### config.mk
export PLATFORM = sky130hd
export DESIGN_NAME = c17_stimulus_gen
export DESIGN_NICKNAME = d
export VERILOG_FILES = /design/src/rtl/c17_stim_pkg.sv /design/src/rtl/c17_stim_lfsr.sv /design/src/rtl/c17_stimulus_gen.sv
export SDC_FILE = /design/constraint.sdc
export NUM_CORES = 1
export LEC_CHECK = 0
export ABC_AREA = 1
export CAP_MARGIN = 5
export CORE_ASPECT_RATIO = 1.25
export CORE_MARGIN = 1
export CORE_UTILIZATION = 45
export DETAILED_ROUTE_END_ITERATION = 16
export PLACE_DENSITY = 0.69
export SKIP_LAST_GASP = 1
export SLEW_MARGIN = 20
export SYNTH_ARGS = -nofsm -noshare
export SYNTH_HDL_FRONTEND = slang
export SYNTH_SLANG_ARGS = --single-unit
### constraint.sdc
create_clock -name clk -period 3.68 [get_ports clk]
set_input_delay 0.736 -clock clk [delete_from_list [all_inputs] [get_ports clk]]
set_output_delay 0.736 -clock clk [all_outputs]
set_load 0.02 [all_outputs]
### src/rtl/c17_stim_pkg.sv
// Shared types and constants for the c17 stimulus generator.
package c17_stim_pkg;
   typedef enum logic [1:0] {IDLE, LOAD, WAIT, DONE} state_t;
   typedef enum logic {MODE_TOGGLE, MODE_VECTOR} mode_t;

   localparam logic [15:0] LFSR_TAPS = 16'hB400;

   localparam int IDX_N1 = 0;
   localparam int IDX_N2 = 1;
   localparam int IDX_N3 = 2;
   localparam int IDX_N6 = 3;
   localparam int IDX_N7 = 4;
endpackage

### src/rtl/c17_stim_lfsr.sv
// Right-shifting Galois LFSR with step enable and synchronous seed load.
// An all-zero seed would lock the register, so it is replaced by 1.
module c17_stim_lfsr
   import c17_stim_pkg::*;
#(
   parameter int            W     = 16,
   parameter logic [W-1:0]  SEED  = 16'hACE1,
   parameter int            OUT_W = 8
) (
   input  logic             clk,
   input  logic             rst_n,
   input  logic             step,
   input  logic             load,
   input  logic [W-1:0]     seed,
   output logic [OUT_W-1:0] low_bits
);
   localparam logic [W-1:0] RST_VAL = (SEED == '0) ? W'(1) : SEED;

   logic [W-1:0] value;
   logic [W-1:0] stepped;

   assign stepped  = {1'b0, value[W-1:1]} ^ (value[0] ? W'(LFSR_TAPS) : '0);
   assign low_bits = value[OUT_W-1:0];

   always_ff @(posedge clk or negedge rst_n) begin
      if (!rst_n) begin
         value <= RST_VAL;
      end else if (load) begin
         value <= (seed == '0) ? W'(1) : seed;
      end else if (step) begin
         value <= stepped;
      end
   end
endmodule

### src/rtl/c17_stimulus_gen.sv
// Pseudo-random stimulus source for the five c17 primary inputs (N1,N2,N3,N6,N7),
// emitting a programmable number of events separated by random gaps.
module c17_stimulus_gen
   import c17_stim_pkg::*;
#(
   parameter int                N_IN   = 5,
   parameter int                LFSR_W = 16,
   parameter logic [LFSR_W-1:0] SEED   = 16'hACE1,
   parameter int                GAP_W  = 8,
   parameter int                CNT_W  = 16
) (
   input  logic              clk,
   input  logic              rst_n,
   input  logic              start,
   input  logic              stop,
   input  logic              cfg_mode,
   input  logic [CNT_W-1:0]  cfg_num_events,
   input  logic [GAP_W-1:0]  cfg_min_gap,
   input  logic [GAP_W-1:0]  cfg_gap_mask,
   input  logic              seed_load,
   input  logic [LFSR_W-1:0] seed_i,
   output logic [N_IN-1:0]   stim_o,
   output logic              stim_valid,
   output logic              busy,
   output logic              done,
   output logic [CNT_W-1:0]  event_cnt
);
   state_t             state, next_state;
   mode_t              mode_q;
   logic [CNT_W-1:0]   num_q;
   logic [GAP_W-1:0]   min_gap_q, mask_q, gap_cnt;
   logic [GAP_W-1:0]   lfsr_low, gap_min, gap_msk, gap;
   logic [GAP_W:0]     gap_sum;
   logic               lfsr_step, lfsr_load;
   logic               expire, fire, last_event;
   logic [2:0]         idx_raw, idx;
   logic [N_IN-1:0]    toggle_vec, rand_vec, next_stim;

   c17_stim_lfsr #(
      .W     (LFSR_W),
      .SEED  (SEED),
      .OUT_W (GAP_W)
   ) u_lfsr (
      .clk      (clk),
      .rst_n    (rst_n),
      .step     (lfsr_step),
      .load     (lfsr_load),
      .seed     (seed_i),
      .low_bits (lfsr_low)
   );

   // In LOAD the latched config is not yet valid, so g0 comes straight from cfg_*.
   always_comb begin
      gap_min = (state == LOAD) ? cfg_min_gap  : min_gap_q;
      gap_msk = (state == LOAD) ? cfg_gap_mask : mask_q;
      gap_sum = {1'b0, gap_min} + {1'b0, lfsr_low & gap_msk};
      gap     = gap_sum[GAP_W] ? '1 : gap_sum[GAP_W-1:0];
   end

   always_comb begin
      expire     = (state == WAIT) && (gap_cnt == '0);
      fire       = expire && !stop;
      last_event = ({1'b0, event_cnt} + (CNT_W+1)'(1)) == {1'b0, num_q};
      idx_raw    = lfsr_low[2:0];
      idx        = (idx_raw >= 3'(N_IN)) ? idx_raw - 3'(N_IN) : idx_raw;
      toggle_vec = stim_o ^ (N_IN'(1) << idx);
      rand_vec   = lfsr_low[N_IN-1:0];
      if (rand_vec == stim_o) begin
         rand_vec = rand_vec ^ (N_IN'(1) << IDX_N1);
      end
      next_stim  = (mode_q == MODE_VECTOR) ? rand_vec : toggle_vec;
   end

   always_comb begin
      next_state = state;
      lfsr_step  = 1'b0;
      lfsr_load  = 1'b0;
      case (state)
         IDLE: begin
            if (seed_load) begin
               lfsr_load = 1'b1;
            end else if (start) begin
               next_state = LOAD;
            end
         end
         LOAD: begin
            lfsr_step = 1'b1;
            if (stop) begin
               next_state = IDLE;
            end else if (cfg_num_events == '0) begin
               next_state = DONE;
            end else begin
               next_state = WAIT;
            end
         end
         WAIT: begin
            lfsr_step = 1'b1;
            if (stop) begin
               next_state = IDLE;
            end else if (expire && last_event) begin
               next_state = DONE;
            end
         end
         DONE: begin
            if (stop) begin
               next_state = IDLE;
            end else if (start) begin
               next_state = LOAD;
            end
         end
         default: next_state = IDLE;
      endcase
   end

   always_ff @(posedge clk or negedge rst_n) begin
      if (!rst_n) begin
         state <= IDLE;
      end else begin
         state <= next_state;
      end
   end

   always_ff @(posedge clk or negedge rst_n) begin
      if (!rst_n) begin
         stim_o     <= '0;
         stim_valid <= 1'b0;
         event_cnt  <= '0;
         gap_cnt    <= '0;
         mode_q     <= MODE_TOGGLE;
         num_q      <= '0;
         min_gap_q  <= '0;
         mask_q     <= '0;
      end else begin
         stim_valid <= fire;
         if (state == LOAD && !stop) begin
            mode_q    <= mode_t'(cfg_mode);
            num_q     <= cfg_num_events;
            min_gap_q <= cfg_min_gap;
            mask_q    <= cfg_gap_mask;
            event_cnt <= '0;
            gap_cnt   <= gap;
         end
         if (fire) begin
            stim_o    <= next_stim;
            event_cnt <= event_cnt + CNT_W'(1);
            gap_cnt   <= gap;
         end else if (state == WAIT && !expire) begin
            gap_cnt <= gap_cnt - GAP_W'(1);
         end
      end
   end

   assign busy = (state == LOAD) || (state == WAIT);
   assign done = (state == DONE);
endmodule

* Word-level counts from Yosys, hierarchy flattened
Index checks and enable logic that the tools add are counted.
** Word-level totals
- Bits in registers :: 81
- Latch bits :: 0
- Bits in writable memories :: 0
- Memory bits (read-only) :: 0
- Input port bits :: 54
- Output and inout bits :: 24
- Memories :: 0
** Operators by class
- Add/subtract/negate cells :: 5
- Multipliers :: 0
- Divide/modulo/power cells :: 0
- Order comparisons :: 1
- Equal/unequal tests :: 7
- Shift operators :: 1
- Muxes and demuxes :: 26
- Bitwise gates (word level) :: 4
- Reduce and logical (&&, ||, !) cells :: 17
** Operator list (number)
- 2-to-1 mux 16 bit :: 6
- 2-to-1 mux 8 bit :: 6
- zero test 16 bit :: 2
- adder 16 x 1 -> 17 bit, second input constant :: 1
- equality test 17 x 16 -> 1 bit :: 1
- adder 16 x 1 -> 16 bit, second input constant :: 1
- XOR 15 x 16 -> 16 bit :: 1
- 2-to-1 mux 2 bit :: 6
- adder 8 x 8 -> 9 bit :: 1
- AND 8 bit :: 1
- zero test 8 bit :: 1
- one-hot mux 2 bit (4 select lines) :: 1
- subtractor 8 x 1 -> 8 bit, second input constant :: 1
- equality test 5 bit :: 1
- logical AND 1 bit :: 5
- 2-to-1 mux 1 bit :: 5
- 2-to-1 mux 5 bit :: 1
- << shifter 1 x 3 -> 5 bit, first input constant :: 1
- XOR 5 bit :: 1
- equality test 2 bit, second input constant :: 2
- nonzero test 2 bit :: 2
- greater-or-equal comparator 3 bit, second input constant :: 1
- 2-to-1 mux 3 bit :: 1
- != test 3 bit, second input constant :: 1
- 10 further kinds :: 11

* Longest topological paths before layout
- Depth after elaboration :: 8
- Gate-level depth with buffers :: 16

* Modules after synthesis
From an unflattened synthesis, not the netlist that was laid out.
** Unflattened totals
- Cell total of the unflattened synthesis :: 711
- Area total of the unflattened synthesis :: 5260.0 sq um
** Modules (own cells, without submodules)
- c17_stimulus_gen :: instances 1, cells each 587, area each 4244.1 sq um, sequential area each 1626.6 sq um
- c17_stim_lfsr :: instances 1, cells each 124, area each 1016.0 sq um, sequential area each 410.4 sq um

* Least setup slack after synthesis
OpenSTA, ideal clock, no wires.
- Path type :: register to register
- Start :: register state[1]
- End :: register gap_cnt[1]
- Arrival time :: 2.616 ns
- Setup slack :: 0.935 ns
- Stages on the path, launching flop included :: 17
- Buffers on the path :: 1
- Period minus slack after synthesis :: 2.745 ns
- Path through :: dfrtp_1 inv_1 ha_1 inv_2 clkbuf_1 nand2_1 o21ai_0 ha_1 fa_1 nand3_1 nand2_1 a21boi_0 o21bai_1 nand2_1 nand2_1 o21ai_0 o21ai_0
** On the way
- Cells in the longest elaborated chain, start to end :: 8
** Ends and longest elaborated chain
- from (decl) :: line c17_stimulus_gen.sv:28 : state_t state, next_state;
- from (signal assigned) :: line c17_stimulus_gen.sv:119 : state <= next_state;
- equality test 2 x 1 -> 1 bit :: line c17_stimulus_gen.sv:54, c17_stimulus_gen.sv:55, c17_stimulus_gen.sv:135
- 2-to-1 mux 8 bit :: line c17_stimulus_gen.sv:55 : gap_msk = (state == LOAD) ? cfg_gap_mask : mask_q;
- AND 8 bit :: line c17_stimulus_gen.sv:56 : gap_sum = {1'b0, gap_min} + {1'b0, lfsr_low & gap_msk};
- adder 8 x 8 -> 9 bit :: line c17_stimulus_gen.sv:56
- 2-to-1 mux 8 bit :: line c17_stimulus_gen.sv:57 : gap = gap_sum[GAP_W] ? '1 : gap_sum[GAP_W-1:0];
- 2-to-1 mux 8 bit :: line c17_stimulus_gen.sv:135 : if (state == LOAD && !stop) begin
- 2-to-1 mux 8 bit :: line c17_stimulus_gen.sv:147 : end else if (state == WAIT && !expire) begin
- 2-to-1 mux 8 bit :: line c17_stimulus_gen.sv:143 : if (fire) begin
- to (signal assigned) :: line c17_stimulus_gen.sv:141 : gap_cnt <= gap;
- to (signal assigned) :: line c17_stimulus_gen.sv:146 : gap_cnt <= gap;
- to (signal assigned) :: line c17_stimulus_gen.sv:148 : gap_cnt <= gap_cnt - GAP_W'(1);
- to (decl) :: line c17_stimulus_gen.sv:31 : logic [GAP_W-1:0] min_gap_q, mask_q, gap_cnt;
Several ways; a longest one is shown, not always the timed one. The select of a mux whose other input is x is not followed.
A chain may end at the register's enable or synchronous reset.

* Final worst setup path
- Start :: register state[1]
- End :: register gap_cnt[6]
Same word-level chain as after synthesis.

==> summary.md <==
| Metric | Value |
|---|---|
| Status | `completed` |
| Router iterations before antenna repair | `5` |
| GR peak layer | `met2` |
| Die area | `0.0115 sq mm` |
| Worst VDD drop | `between 0.3 and 0.4 mV` |
| Xor and xnor area share after synthesis | `0.0540` |
| Setup CP Type | `flip-flop to flip-flop` |
| Grt met3 use | `0.0387` |
| Adder-Cell Fraction of Synth Area | `0.0442` |
| Routed via count | `between 4000 and 5000` |
| Top cell type's share of synthesized area | `0.366` |
| Cells along the critical path | `inv_1, ha_1, buf_4, o21ai_0, a21oi_1, ha_1, fa_1, nand3_1, nand2_1, a21boi_0, o21bai_1, nand2_1, nand2_1, o21ai_0, o21ai_0` |
| Avg Cell Area, Syn | `7.62 sq um` |
| Compound-Gate Fraction of Synth Area | `0.161` |
| Routed WL | `about 13000 um` |
| CTS tree | `yes` |
| Cell family with most CP delay | `compound AO/OA/AOI/OAI gates` |
| CP Max Fanout | `16` |
| Starting DRT DRC Count | `220` |
| Critical Path Source Type | `flip-flop` |
| Post-route insts no fill | `roughly 860` |
| Register area share after synthesis | `0.409` |
| Slowest CP cell | `fa_1` |
| GPL Wtd Cong | `roughly 0.90` |
| Fin. max-slew vios | `0` |
| Clk root buf | `clkbuf_16` |
| Minimum clock period | `about 3000 ps` |
| Worst Path Buf+Inv | `2` |
| Postcts setup bufs | `0` |
| First-pass GRT wire length | `21200 um` |
| Setup TNS | `0 ps` |
| DRT antenna net count | `0` |
| Fmax | `337 MHz` |
| Residual DRC | `0` |
| Main flop type after synthesis | `dfrtp_1` |
| Dominant cell type by area after synthesis | `dfrtp_1` |
| Synthesized Nets | `725` |
| Final Setup Violations | `0` |
| LEAKAGE | `2.89 nW` |
| RSZ-0062 raised after global routing | `false` |
| Max Cap Viol | `0` |
| Core area | `about 0.011 sq mm` |
| Synth Register Bits | `81` |
| Final hold violation count | `0` |
| Largest net degree at the start of global routing | `82` |
| Cts hold-fix bufs | `0` |
| Area growth syn-to-layout | `23.2%` |
| Pre-CTS setup slack | `between 500 and 600 ps` |
| WP data required | `3900 ps` |
| P per Cell Area | `around 760 mW/mm^2` |
| Min Hold Slack | `around 430 ps` |
| Crit path capture type | `flip-flop` |
| H-tree levels | `3` |
| CP peak stage delay | `a little over 400 ps` |
| Clock buffer count from CTS | `9` |
| Synth warn | `0` |
| Hold Crit Class | `input pin to asynchronous set/reset pin` |
| Relative slew slack | `0.495` |
| Via-to-Cell Ratio | `5.43` |
| Top cells by area, synth | `dfrtp_1, nand2_1, o21ai_0, inv_1, nand3_1` |
| # resized after CTS | `0` |
| Vias in the first global route | `approximately 4500` |
| Simple-gate share of the synthesized area | `0.250` |
| IO buf count | `77` |
| Initial antenna violation count | `0` |
| Grt met2 use | `0.392` |
| Fin util | `0.576` |
| Initial Util | `0.467` |
| Worst-case clock buffer depth | `2` |
| Met1 Track Usage GR | `0.313` |
| Post-Syn Area | `0.00498 sq mm` |
| FFs w/ async S/R, synth | `1.00` |
| R2R setup slack | `710 ps` |
| Row count | `42` |
| CTS Sinks | `just over 80` |
| Die width | `96.1 um` |
| Worst-path clk slew | `approximately 60 ps` |
| N_diodes | `0` |
| Cells after Synth | `around 650` |
| Most frequent cells in the layout | `nand2_1, inv_1, clkdlybuf4s50_1, o21ai_0, dfrtp_1` |
| Total track usage | `0.239` |
| Routed wire per std cell | `roughly 15 um` |
| Commonest non-fill, non-tap cell in the layout | `nand2_1` |
| GRT overflow | `0` |
| DP HPWL | `~9400 um` |
| Tcrit/Tclk final | `0.807` |
| Largest family of logic cells by synthesized area | `simple AND/OR/NAND/NOR gates` |
| Layout cells sized above 1 | `0.0847` |
| Die Span Y | `between 100 and 150 um` |
| I/O pin total | `a little under 80` |
| Mux cell area share after synthesis | `0` |
| Clock Latency Late Sink | `around 340 ps` |
| Library cells used by synthesis | `37` |
| Number of synthesized flops with an enable pin | `0` |
| Inst Count DP | `about 850` |
| Post-route setup slack | `between 700 and 800 ps` |
| Critical Path AT | `approximately 3200 ps` |
| Max Clock Skew | `around 9.5 ps` |
| Slew @ Worst Pin | `~760 ps` |
| Post-layout nets | `between 700 and 800` |
## synth_stat cells (11+ instances only)
master and n:
a21oi_1 33, clkbuf_1 12, dfrtp_1 73, ha_1 16, inv_1 81, nand2_1 142, nand2_2 11, nand3_1 48
nand4_1 13, nor2_1 38, o21ai_0 74, o22ai_1 19, xor2_1 18
## registers in the layout, indices dropped and copies added (netlist names)
name and cells:
stim_valid 1, event_cnt 16, mode_q 1, stim_o 5, min_gap_q 8, state 2, u_lfsr.value 16, mask_q 8
gap_cnt 8, num_q 16
## final timing paths
| path | start | end | depth (start not counted) |
|---|---|---|---|
| max reg2reg | state[1]$_DFFE_PN0P_ | gap_cnt[6]$_DFFE_PN0P_ | 15 |
| min in group clk | mask_q[6]$_DFFE_PN0P_ | mask_q[6]$_DFFE_PN0P_ | 2 |
| min | rst_n | event_cnt[3]$_DFFE_PN0P_ | 1 |
| max in group asynchronous | rst_n | u_lfsr.value[1]$_DFFE_PN0P_ | 1 |
| min reg2reg | mask_q[6]$_DFFE_PN0P_ | mask_q[6]$_DFFE_PN0P_ | 2 |
| max | state[1]$_DFFE_PN0P_ | gap_cnt[6]$_DFFE_PN0P_ | 15 |
## per-stage QoR
stage               power, mW  cell area, sq um
floorplan                3.18              4980
global placement         3.72              5870
detailed placement       3.81              5870
CTS                      4.68              6140
global route             5.07              6140
finish                   4.66              6140
## cell families (layout without fill, tap and decap cells)
group           Yosys count  in the layout
flops                    81             81
fa+ha+maj                17             17
compound gates          149            149
buf+inv                 107            185
simple gates            274            274
xor+xnor                 26             26
## routing by layer
metal  wire length (um)  vias to the layer above  share of wire
met2               6370                      157           0.50
met5                  0                        -              0
li1                   -                     2314              -
met4                286                        0          0.023
met1               5470                     2197           0.43
met3                581                       21          0.046
## layout make-up
class / count / area (sq um)
Clock buffer: 10 / 239
Sequential cell: 81 / 2040
Multi-Input combinational cell: 466 / 2540
Inverter: 90 / 339
Fill cell: 1005 / 4530
Tap cell: 132 / 165
Clock inverter: 6 / 33.8
Timing Repair Buffer: 79 / 787
## power by group
group	switching, mW	internal [mW]
Sequential	0.274	1.27
Clock	0.369	0.471
Combinational	1.39	0.886
Total	2.03	2.63
No activity file was read; power rests on OpenSTA's default activity.
